==> src/rtl/mld_code_pkg.sv <==
// Shared constants, FSM state type and reference encoder for the (15,11)
// cyclic Hamming code with generator g(x) = 1 + x + x^4.
package mld_code_pkg;

    localparam int N  = 15;
    localparam int K  = 11;
    localparam int NK = N - K;

    // Generator coefficients g4..g0; both end coefficients must be 1.
    localparam logic [NK:0] GEN_POLY = 5'b10011;

    typedef enum logic [1:0] {
        IDLE = 2'd0,
        MSG  = 2'd1,
        PAR  = 2'd2,
        DONE = 2'd3
    } enc_state_e;

    // Systematic codeword; bit N-1 is the first bit on the wire.
    // m[K-1] is the coefficient of x^(K-1).
    function automatic logic [N-1:0] encode15(input logic [K-1:0] m);
        logic [N-1:0] rem;
        rem = {m, {NK{1'b0}}};
        for (int i = N - 1; i >= NK; i--) begin
            if (rem[i]) begin
                rem[i -: NK + 1] = rem[i -: NK + 1] ^ GEN_POLY;
            end
        end
        return {m, rem[NK-1:0]};
    endfunction

endpackage

==> src/rtl/cyclic_parity_lfsr.sv <==
// Division-by-g(x) LFSR that accumulates the parity of a serial message.
// With fb_en low the register degenerates into a plain shift toward the
// top bit, which is how the parity is streamed out afterwards.
module cyclic_parity_lfsr
    import mld_code_pkg::*;
#(
    parameter logic [NK:0] GEN_POLY_P = GEN_POLY
) (
    input  logic          clk,
    input  logic          reset,
    input  logic          clr,
    input  logic          shift,
    input  logic          din,
    input  logic          fb_en,
    output logic [NK-1:0] parity
);

    logic [NK-1:0] r_q;
    logic [NK-1:0] r_d;
    logic [NK-1:0] base;
    logic          fb;

    // Next register value; clr and shift together shift into a cleared register,
    // so the first message bit can be absorbed on the same edge it is captured.
    always_comb begin
        base = clr ? '0 : r_q;
        fb   = fb_en ? (din ^ base[NK-1]) : 1'b0;
        r_d  = base;
        if (shift) begin
            r_d[0] = fb;
            for (int j = 1; j < NK; j++) begin
                r_d[j] = base[j-1] ^ (GEN_POLY_P[j] & fb);
            end
        end
    end

    // Parity register.
    always_ff @(posedge clk or posedge reset) begin
        if (reset) begin
            r_q <= '0;
        end else begin
            r_q <= r_d;
        end
    end

    assign parity = r_q;

endmodule

==> src/rtl/cyclic_serial_encoder.sv <==
// Serial systematic encoder for the (15,11) cyclic Hamming code.
// Accepts an 11-bit message on start and emits 15 bits, message first.
//
// state | meaning
// IDLE  | waiting for start, outputs low
// MSG   | bit_out carries message bit cnt (0..10)
// PAR   | bit_out carries parity bit cnt (11..14)
// DONE  | one-cycle done pulse, then back to IDLE
//
// Outputs are registered and loaded on the edge that moves into the state
// they describe, so the first bit appears in the cycle right after start.
module cyclic_serial_encoder
    import mld_code_pkg::*;
(
    input  logic         clk,
    input  logic         reset,
    input  logic         start,
    input  logic [0:K-1] message,
    output logic         busy,
    output logic         load,
    output logic         bit_out,
    output logic         done
);

    localparam logic [3:0] LAST_MSG = 4'(K - 1);
    localparam logic [3:0] LAST_BIT = 4'(N - 1);

    enc_state_e   state_q, state_d;
    logic [3:0]   cnt_q, cnt_d;
    logic [0:K-1] sr_q, sr_d;
    logic         bit_q, bit_d;
    logic         load_q, load_d;
    logic         busy_q, busy_d;
    logic         done_q, done_d;

    logic          lfsr_clr;
    logic          lfsr_shift;
    logic          lfsr_din;
    logic          lfsr_fb_en;
    logic [NK-1:0] parity;
    logic          unused_parity_low;

    cyclic_parity_lfsr #(
        .GEN_POLY_P(GEN_POLY)
    ) u_lfsr (
        .clk   (clk),
        .reset (reset),
        .clr   (lfsr_clr),
        .shift (lfsr_shift),
        .din   (lfsr_din),
        .fb_en (lfsr_fb_en),
        .parity(parity)
    );

    // Only the top parity bit is ever read; the rest reach it by shifting.
    assign unused_parity_low = ^parity[NK-2:0];

    // Next-state, counter, shift register and next output values.
    always_comb begin
        state_d    = state_q;
        cnt_d      = cnt_q;
        sr_d       = sr_q;
        bit_d      = 1'b0;
        load_d     = 1'b0;
        busy_d     = 1'b0;
        done_d     = 1'b0;
        lfsr_clr   = 1'b0;
        lfsr_shift = 1'b0;
        lfsr_din   = 1'b0;
        lfsr_fb_en = 1'b0;

        case (state_q)
            IDLE: begin
                if (start) begin
                    state_d    = MSG;
                    cnt_d      = 4'd0;
                    sr_d       = {message[1:K-1], 1'b0};
                    bit_d      = message[0];
                    load_d     = 1'b1;
                    busy_d     = 1'b1;
                    lfsr_clr   = 1'b1;
                    lfsr_shift = 1'b1;
                    lfsr_din   = message[0];
                    lfsr_fb_en = 1'b1;
                end
            end
            MSG: begin
                load_d     = 1'b1;
                busy_d     = 1'b1;
                lfsr_shift = 1'b1;
                cnt_d      = cnt_q + 4'd1;
                if (cnt_q == LAST_MSG) begin
                    // Parity is complete; start streaming it out.
                    state_d = PAR;
                    bit_d   = parity[NK-1];
                end else begin
                    bit_d      = sr_q[0];
                    sr_d       = {sr_q[1:K-1], 1'b0};
                    lfsr_din   = sr_q[0];
                    lfsr_fb_en = 1'b1;
                end
            end
            PAR: begin
                if (cnt_q == LAST_BIT) begin
                    state_d = DONE;
                    done_d  = 1'b1;
                end else begin
                    load_d     = 1'b1;
                    busy_d     = 1'b1;
                    lfsr_shift = 1'b1;
                    cnt_d      = cnt_q + 4'd1;
                    bit_d      = parity[NK-1];
                end
            end
            DONE: begin
                state_d = IDLE;
                cnt_d   = 4'd0;
            end
            default: begin
                state_d = IDLE;
                cnt_d   = 4'd0;
            end
        endcase
    end

    // State and output registers.
    always_ff @(posedge clk or posedge reset) begin
        if (reset) begin
            state_q <= IDLE;
            cnt_q   <= 4'd0;
            sr_q    <= '0;
            bit_q   <= 1'b0;
            load_q  <= 1'b0;
            busy_q  <= 1'b0;
            done_q  <= 1'b0;
        end else begin
            state_q <= state_d;
            cnt_q   <= cnt_d;
            sr_q    <= sr_d;
            bit_q   <= bit_d;
            load_q  <= load_d;
            busy_q  <= busy_d;
            done_q  <= done_d;
        end
    end

    assign bit_out = bit_q;
    assign load    = load_q;
    assign busy    = busy_q;
    assign done    = done_q;

endmodule

==> config.mk <==
export PLATFORM = sky130hd
export DESIGN_NAME = cyclic_serial_encoder
export DESIGN_NICKNAME = d
export VERILOG_FILES = /design/src/rtl/mld_code_pkg.sv /design/src/rtl/cyclic_parity_lfsr.sv /design/src/rtl/cyclic_serial_encoder.sv
export SDC_FILE = /design/constraint.sdc
export NUM_CORES = 1
export LEC_CHECK = 0
export ABC_AREA = 1
export BUFFER_PORTS_ARGS = -buffer_cell sky130_fd_sc_hd__buf_2
export CAP_MARGIN = 0
export CORE_AREA = 2 2 71 73
export CTS_CLUSTER_SIZE = 30
export DETAILED_ROUTE_END_ITERATION = 7
export DIE_AREA = 0 0 73 75
export PLACE_DENSITY = 0.58
export SYNTH_ARGS = -nofsm -noshare
export SYNTH_HDL_FRONTEND = slang
export SYNTH_SLANG_ARGS = --single-unit
==> constraint.sdc <==
create_clock -name clk -period 3.1 [get_ports clk]
set_clock_uncertainty 0.1 [all_clocks]
set_input_delay 0.62 -clock clk [delete_from_list [all_inputs] [get_ports clk]]
set_output_delay 0.62 -clock clk [all_outputs]
set_load 0.05 [all_outputs]
==> results of run 1 <==
==> critical path, stage by stage, from the launching register on <==
cell     delay, ns
dfrtp_1       0.37
inv_1         0.09
ha_1          0.29
inv_2         0.23
nor2_4        0.09
nor2_8        0.38
nor2_1        0.13
a31oi_4       0.15
==> layout make-up <==
| cell class | count | area share [%] |
|---|---|---|
| timing repair buffer | 18 | 6.01 |
| multi-input combinational | 102 | 45.4 |
| tap | 54 | 4.38 |
| clock inverter | 1 | 0.325 |
| inverter | 16 | 3.90 |
| clock buffer | 3 | 2.68 |
| sequential | 23 | 37.3 |
==> cells in the final DEF, fill, tap and decap left out <==
cell type and count:
inv_2 3, nand2_1 35, a21oi_1 5, dfrtp_1 23, nand4_1 1, nor3_1 1
o21ai_1 3, inv_1 13, clkbuf_8 3, nor2_1 15, a21oi_4 1, buf_2 17
buf_4 1, nand3_4 1, o21ai_2 1, o21ai_0 9, nand3_1 9, nor2_8 1
nor2_4 2, nand3_2 1, a31oi_4 8, ha_1 7, clkinv_2 1, xor2_1 2
==> per-layer routing <==
metal	vias up	GRT usage (%)
met1	431	14.6
li1	510	-
met3	3	3.48
met5	-	0
met2	18	14.5
met4	0	1.85
==> path summary, 6_finish.rpt <==
| kind | from | end | slack, ns | depth (start not counted) |
|---|---|---|---|---|
| max reg2reg | state_q[1] | sr_q[2] | 1.19 | 7 |
| max in group asynchronous | reset | u_lfsr.parity[1] | 1.94 | 2 |
| max | state_q[1] | sr_q[2] | 1.19 | 7 |
| min reg2reg | u_lfsr.parity[2] | u_lfsr.parity[2] | 0.44 | 2 |
| min in group clk | u_lfsr.parity[2] | u_lfsr.parity[2] | 0.44 | 2 |
| min | reset | cnt_q[2] | 0.42 | 2 |
==> state kept, by name (all words and copies together), names as in the netlist <==
| signal | cells |
|---|---|
| cnt_q | 4 |
| busy | 1 |
| sr_q | 10 |
| done | 1 |
| bit_out | 1 |
| state_q | 2 |
| u_lfsr.parity | 4 |
==> stage by stage <==
stage | area [sq um] | hold slack [ns] | utilization [%] | setup slack (ns)
3_5_place_dp | 1500 | 0.437 | 32.1 | 1.18
2_1_floorplan | 1370 | 0.373 | - | 1.49
3_3_place_gp | 1500 | 0.420 | 32.1 | 1.22
6_report | 1540 | 0.423 | 33.1 | 1.19
5_1_grt | 1540 | 0.487 | 33.1 | 0.994
4_1_cts | 1540 | 0.450 | 33.1 | 1.16
==> report_power, final <==
part | switching, mW | internal (mW) | total [mW]
Combinational | 0.593 | 0.335 | 0.928
Clock | 0.0998 | 0.0899 | 0.190
Sequential | 0.0743 | 0.434 | 0.508
Total | 0.767 | 0.859 | 1.63
==> cell families after synthesis <==
logic type,Yosys count,synth area share [%]
fa+ha+maj,7,6.38
simple gates,66,22.9
compound gates,27,20.4
flops,23,41.9
buf+inv,20,7.11
xor+xnor,2,1.28
==> reports/metrics.csv, run 1 <==
stage,metric,value,unit
placed_design,dp.cells,213,
timing,final.setup.tns,0,ns
layout,seq_area,576,sq um
placed_design,dp.final_hpwl,1790,um
pwr,power.leakage,0.707,nW
critical_path,crit_arrival,2.01,ns
timing,timing.slew.headroom,41.5,%
floorplanning,coreArea,4660,sq um
layout,fill_cells,472,
timing,setup_viol,0,
timing,tightest_slew,0.877,ns
timing,rsz0062_at_grt,no,
timing,min_period_over_period,61.6,%
synth,ys_seq_elements,23,
synth,netlist.area_leader.share,41.9,%
route,drc,0,
synth,synth_cells,145,
critical_path,critPathRequiredTime,3.20,ns
placed_design,gp_congestion,0.790,
synth,synth.avg_cell_area,9.47,sq um
layout,layout.nets,185,
job,timing.max_cap.violations,0,
route,routed.top_layer,met4,
critical_path,cp_max_fo,19,
pwr,power_density,1050,nW/um^2
route,routed_wl,2380,um
pwr,total_power,1.63,mW
worst_hold_path,min_path_type,primary input to async pin,
clock_tree,tritoncts,yes,
global_route,grt.overflow.total,0,
clock_tree,clock_latency,0.27,ns
synth,synth_edf_count,0,
clock_tree,cts.clk_slew.worst_paths,0.08,ns
synth,synthFlopType,dfrtp_1,
floorplanning,io_pins,18,
synth,async_flop_share,100,%
clock_tree,cts_setup_buffers,0,
timing,fmaxAchievable,0.524,GHz
synth,synthTopCellsByArea,"dfrtp_1 (42%), a31oi_4 (12%), nand2_1 (9.6%)",
route,ant_nets,0,
run_status,status,"finished, final reports clean",
layout,layout-drive-gt1-share,24.5,%
floorplanning,die-area,5480,sq um
critical_path,crit_type,register to register,
global_route,grt_pass1_wl,4270,um
synth,ys_top_cells_by_count,"nand2_1 (35), dfrtp_1 (23), nor2_1 (15), inv_1 (13)",
global_route,grt_max_degree,24,
route,first_iter_violations,39,
route,vias,962,
clock_tree,holdBufCountCts,0,
route,met2_wirelength,944,um
layout,multi_input_area,699,sq um
synth,yosysWarnings,0,
synth,synth.most_common_cell,nand2_1,
critical_path,worstSetupEndpointType,register,
clock_tree,ctsResizeCount,0,
floorplanning,dieHeight,75,um
clock_tree,cts_buffers,3,
layout,syn_to_final_growth,12.3,%
layout,layout.cells.non_filler,217,
global_route,first_global_vias,936,
pwr,vdd_drop_max,0.448,mV
placed_design,port_buffers,17,
layout,antenna_cells,0,
synth,syn_nets,166,
floorplanning,rows,25,
synth,synth.distinct_cells,23,
clock_tree,htree_levels,1,
global_route,grt_antenna_before_repair,0,
route,wl_per_cell,10.9,um
synth,netlist_area,1370,sq um
route,met1_length,1320,um
clock_tree,clock_sinks,23,
clock_tree,clock_path_buffers,2,
floorplanning,start_util,29.4,%
route,avgViaCountPerCell,4.43,
timing,hold_violations,0,
synth,synth-seq-area-share,41.9,%
synth,synth_top_area_cell,dfrtp_1,
global_route,grt_use_total,10.0,%
floorplanning,die_w,73,um
route,dr.pass1.iters,4,
timing,final.min_clock_period,1.91,ns
critical_path,worstSetupStartpointType,register,
route,route.met3.wl,107,um
clock_tree,cts_root_buf,clkbuf_8,
timing,maxSlewViolCount,0,
Power figures use the tool's default switching activity.
==> run 2, diff against run 1 <==
==> constraint.sdc (replaced) <==
create_clock -name clk -period 1.9 [get_ports clk]
set_clock_uncertainty 0.1 [all_clocks]
set_input_delay 0.38 -clock clk [delete_from_list [all_inputs] [get_ports clk]]
set_output_delay 0.38 -clock clk [all_outputs]
set_load 0.05 [all_outputs]
==> run 2 against run 1 <==
Compared with the run above: global-route usage fell by 0.085 points; power up 83%; die area did not move; clock-buffer cell count is the same; first-iteration DRC count shrank 7.7%; critical path type unchanged.
==> reports/metrics.csv, run 2 (same netlist as run 1, synthesis figures left out) <==
stage,metric,value,unit,change
clock_tree,cts_root_buf,clkbuf_8,,unchanged
critical_path,startpoint,state_q[1],,unchanged
clock_tree,cts_buffers,3,,unchanged
floorplanning,die-area,5480,sq um,unchanged
placed_design,place_area,1540,sq um,was 1500 sq um
layout,final_area,1640,sq um,was 1540 sq um
critical_path,critical_path_buf_inv_count,4,,was 2
critical_path,slowest_delay,0.41,ns,was 0.38 ns
critical_path,crit_type,register to register,,unchanged
timing,final.setup.tns,0,ns,unchanged
pwr,switching_share,44.9,%,was 47.2%
critical_path,worstSetupEndpointType,register,,unchanged
timing,hold_violations,0,,unchanged
route,drc,0,,unchanged
global_route,grt_use_total,9.95,%,was 10.0%
clock_tree,tritoncts,yes,,unchanged
global_route,grt.overflow.total,0,,unchanged
critical_path,worstSetupStartpointType,register,,unchanged
global_route,grt_pass1_wl,4170,um,was 4270 um
timing,setup_viol,0,,unchanged
route,wl_per_cell,11.3,um,was 10.9 um
critical_path,crit_chain,"inv_1, ha_2, inv_1, nor2_4, inv_2, o21ai_2, nor2_8, buf_12, nor2_1, a31oi_4",,"was inv_1, ha_1, inv_2, nor2_4, nor2_8, nor2_1, a31oi_4"
layout,syn_to_final_growth,19.4,%,was 12.3%
layout,antenna_cells,0,,unchanged
floorplanning,die_w,73,um,unchanged
critical_path,crit_family,buffers and inverters,,was simple AND/OR/NAND/NOR gates
clock_tree,cts.clk_slew.worst_paths,0.09,ns,was 0.08 ns
timing,timing.slew.headroom,74.9,%,was 41.5%
route,avgViaCountPerCell,4.43,,about the same
timing,hold_ws,0.0291,ns,was 0.423 ns
global_route,grt_antenna_before_repair,0,,unchanged
timing,min_period_over_period,94.0,%,was 61.6%
worst_hold_path,min_path_type,primary input to async pin,,unchanged
route,first_iter_violations,36,,was 39
placed_design,dp.final_hpwl,1900,um,was 1790 um
floorplanning,dieHeight,75,um,unchanged
layout,mostFrequentLayoutCells,"nand2_1 (35), dfrtp_1 (23), buf_2 (17)",,unchanged
route,dr.pass1.iters,4,,unchanged
critical_path,crit_arrival,1.84,ns,was 2.01 ns
pwr,power_frac_clock,10.6,%,was 11.7%
pwr,combPwrFrac,61.5,%,was 57.1%
pwr,switchingPower,1.33,mW,was 767 uW
pwr,power.leakage,0.763,nW,was 0.707 nW
layout,final_common_cell,nand2_1,,unchanged
placed_design,dp_slack,0.0710,ns,was 1.18 ns
pwr,power_density,1810,nW/um^2,was 1050 nW/um^2
critical_path,critPathRequiredTime,1.96,ns,was 3.20 ns
critical_path,r2r_start,state_q[1],,unchanged
critical_path,cp_max_fo,15,,was 19
critical_path,reg2reg_depth,10,,was 7
global_route,first_global_vias,897,,was 936
route,routed_wl,2580,um,was 2380 um
critical_path,endpoint,sr_q[3],,was sr_q[2]
route,ant_nets,0,,unchanged
clock_tree,clock_path_buffers,2,,unchanged
critical_path,crit_slowest_cell,dfrtp_1,,was nor2_8
timing,rsz0062_at_grt,no,,unchanged
critical_path,path_depth,10,,was 7
pwr,intPower,1.64,mW,was 859 uW
critical_path,ff2ff_setup_slack,0.11,ns,was 1.19 ns
global_route,grt_max_degree,24,,unchanged
job,timing.max_cap.violations,0,,unchanged
critical_path,path_common_cell,inv_1,,
placed_design,port_buffers,17,,unchanged
floorplanning,rows,25,,unchanged
layout,largest_register_ffs,10,,unchanged
route,vias,1010,,was 962
run_status,status,"finished, final reports clean",,unchanged
floorplanning,io_pins,18,,unchanged
layout,layout-drive-gt1-share,29.9,%,was 24.5%
layout,regMostFlops,sr_q,,unchanged
layout,layout.nets,196,,was 185
clock_tree,clock_sinks,23,,unchanged
pwr,vdd_drop_max,0.767,mV,was 0.448 mV
floorplanning,start_util,29.4,%,unchanged
timing,maxSlewViolCount,0,,unchanged
timing,fmaxAchievable,0.560,GHz,was 0.524 GHz
critical_path,rr_endpoint,sr_q[3],,was sr_q[2]
timing,tightest_slew,0.375,ns,was 0.877 ns
timing,final.min_clock_period,1.79,ns,was 1.91 ns
clock_tree,htree_levels,1,,unchanged
clock_tree,clock_latency,0.27,ns,about the same
timing,fin_ws,0.113,ns,was 1.19 ns
floorplanning,coreArea,4660,sq um,unchanged
placed_design,gp_congestion,0.762,,was 0.790
pwr,power_frac_seq,27.9,%,was 31.3%
-- run 2: stage by stage --
stage,instances,util [%],power [mW]
global route,228,35.2,3.22
CTS,223,34.0,2.81
floorplan,145,-,2.20
finish,228,35.2,2.97
detailed placement,219,33.0,2.48
global placement,219,33.0,2.46
-- run 2: area by class of cell --
cell class / instances / area, sq um
clock inverter: 1 / 5.00
sequential: 23 / 576
clock buffer: 3 / 41.3
fill: 477 / 3020
timing repair buffer: 29 / 188
inverter: 16 / 60.1
tap: 54 / 67.6
multi-input combinational: 102 / 702
-- run 2: power by group through the flow --
| stage | Sequential [mW] | Combinational [mW] | Clock [mW] |
|---|---|---|---|
| 6_report | 0.830 | 1.83 | 0.315 |
| 5_1_grt | 0.855 | 2.02 | 0.344 |
| 4_1_cts | 0.831 | 1.65 | 0.326 |
| 3_5_place_dp | 0.836 | 1.65 | 0 |
| 3_3_place_gp | 0.840 | 1.62 | 0 |
| 2_1_floorplan | 0.861 | 1.34 | 0 |
-- run 2: per-layer routing --
metal / global-route usage, % / wire [um]
met5: 0 / 0
met3: 3.48 / 118
met2: 14.6 / 1120
met1: 14.5 / 1340
met4: 1.23 / 0
-- run 2: how the worst min path moves through the flow --
stage | start | depth (start not counted) | to
floorplan | reset | 1 | bit_out
global placement | reset | 3 | cnt_q[2]
detailed placement | reset | 3 | cnt_q[2]
CTS | reset | 3 | cnt_q[1]
global route | reset | 3 | cnt_q[2]
finish | reset | 3 | cnt_q[2]
-- run 2: worst register-to-register path, stage by stage, from the launching register on --
cell and delay (ns):
dfrtp_1 0.41, inv_1 0.13, ha_2 0.24, inv_1 0.08, nor2_4 0.10, inv_2 0.05
o21ai_2 0.12, nor2_8 0.08, buf_12 0.15, nor2_1 0.19, a31oi_4 0.04
-- run 2: what timing repair did --
item | in CTS | in global routing
hold buffers | 0 | 0
endpoints found under the setup margin | 0 | 9
gates resized for setup | 0 | 1
setup buffers | 0 | 5
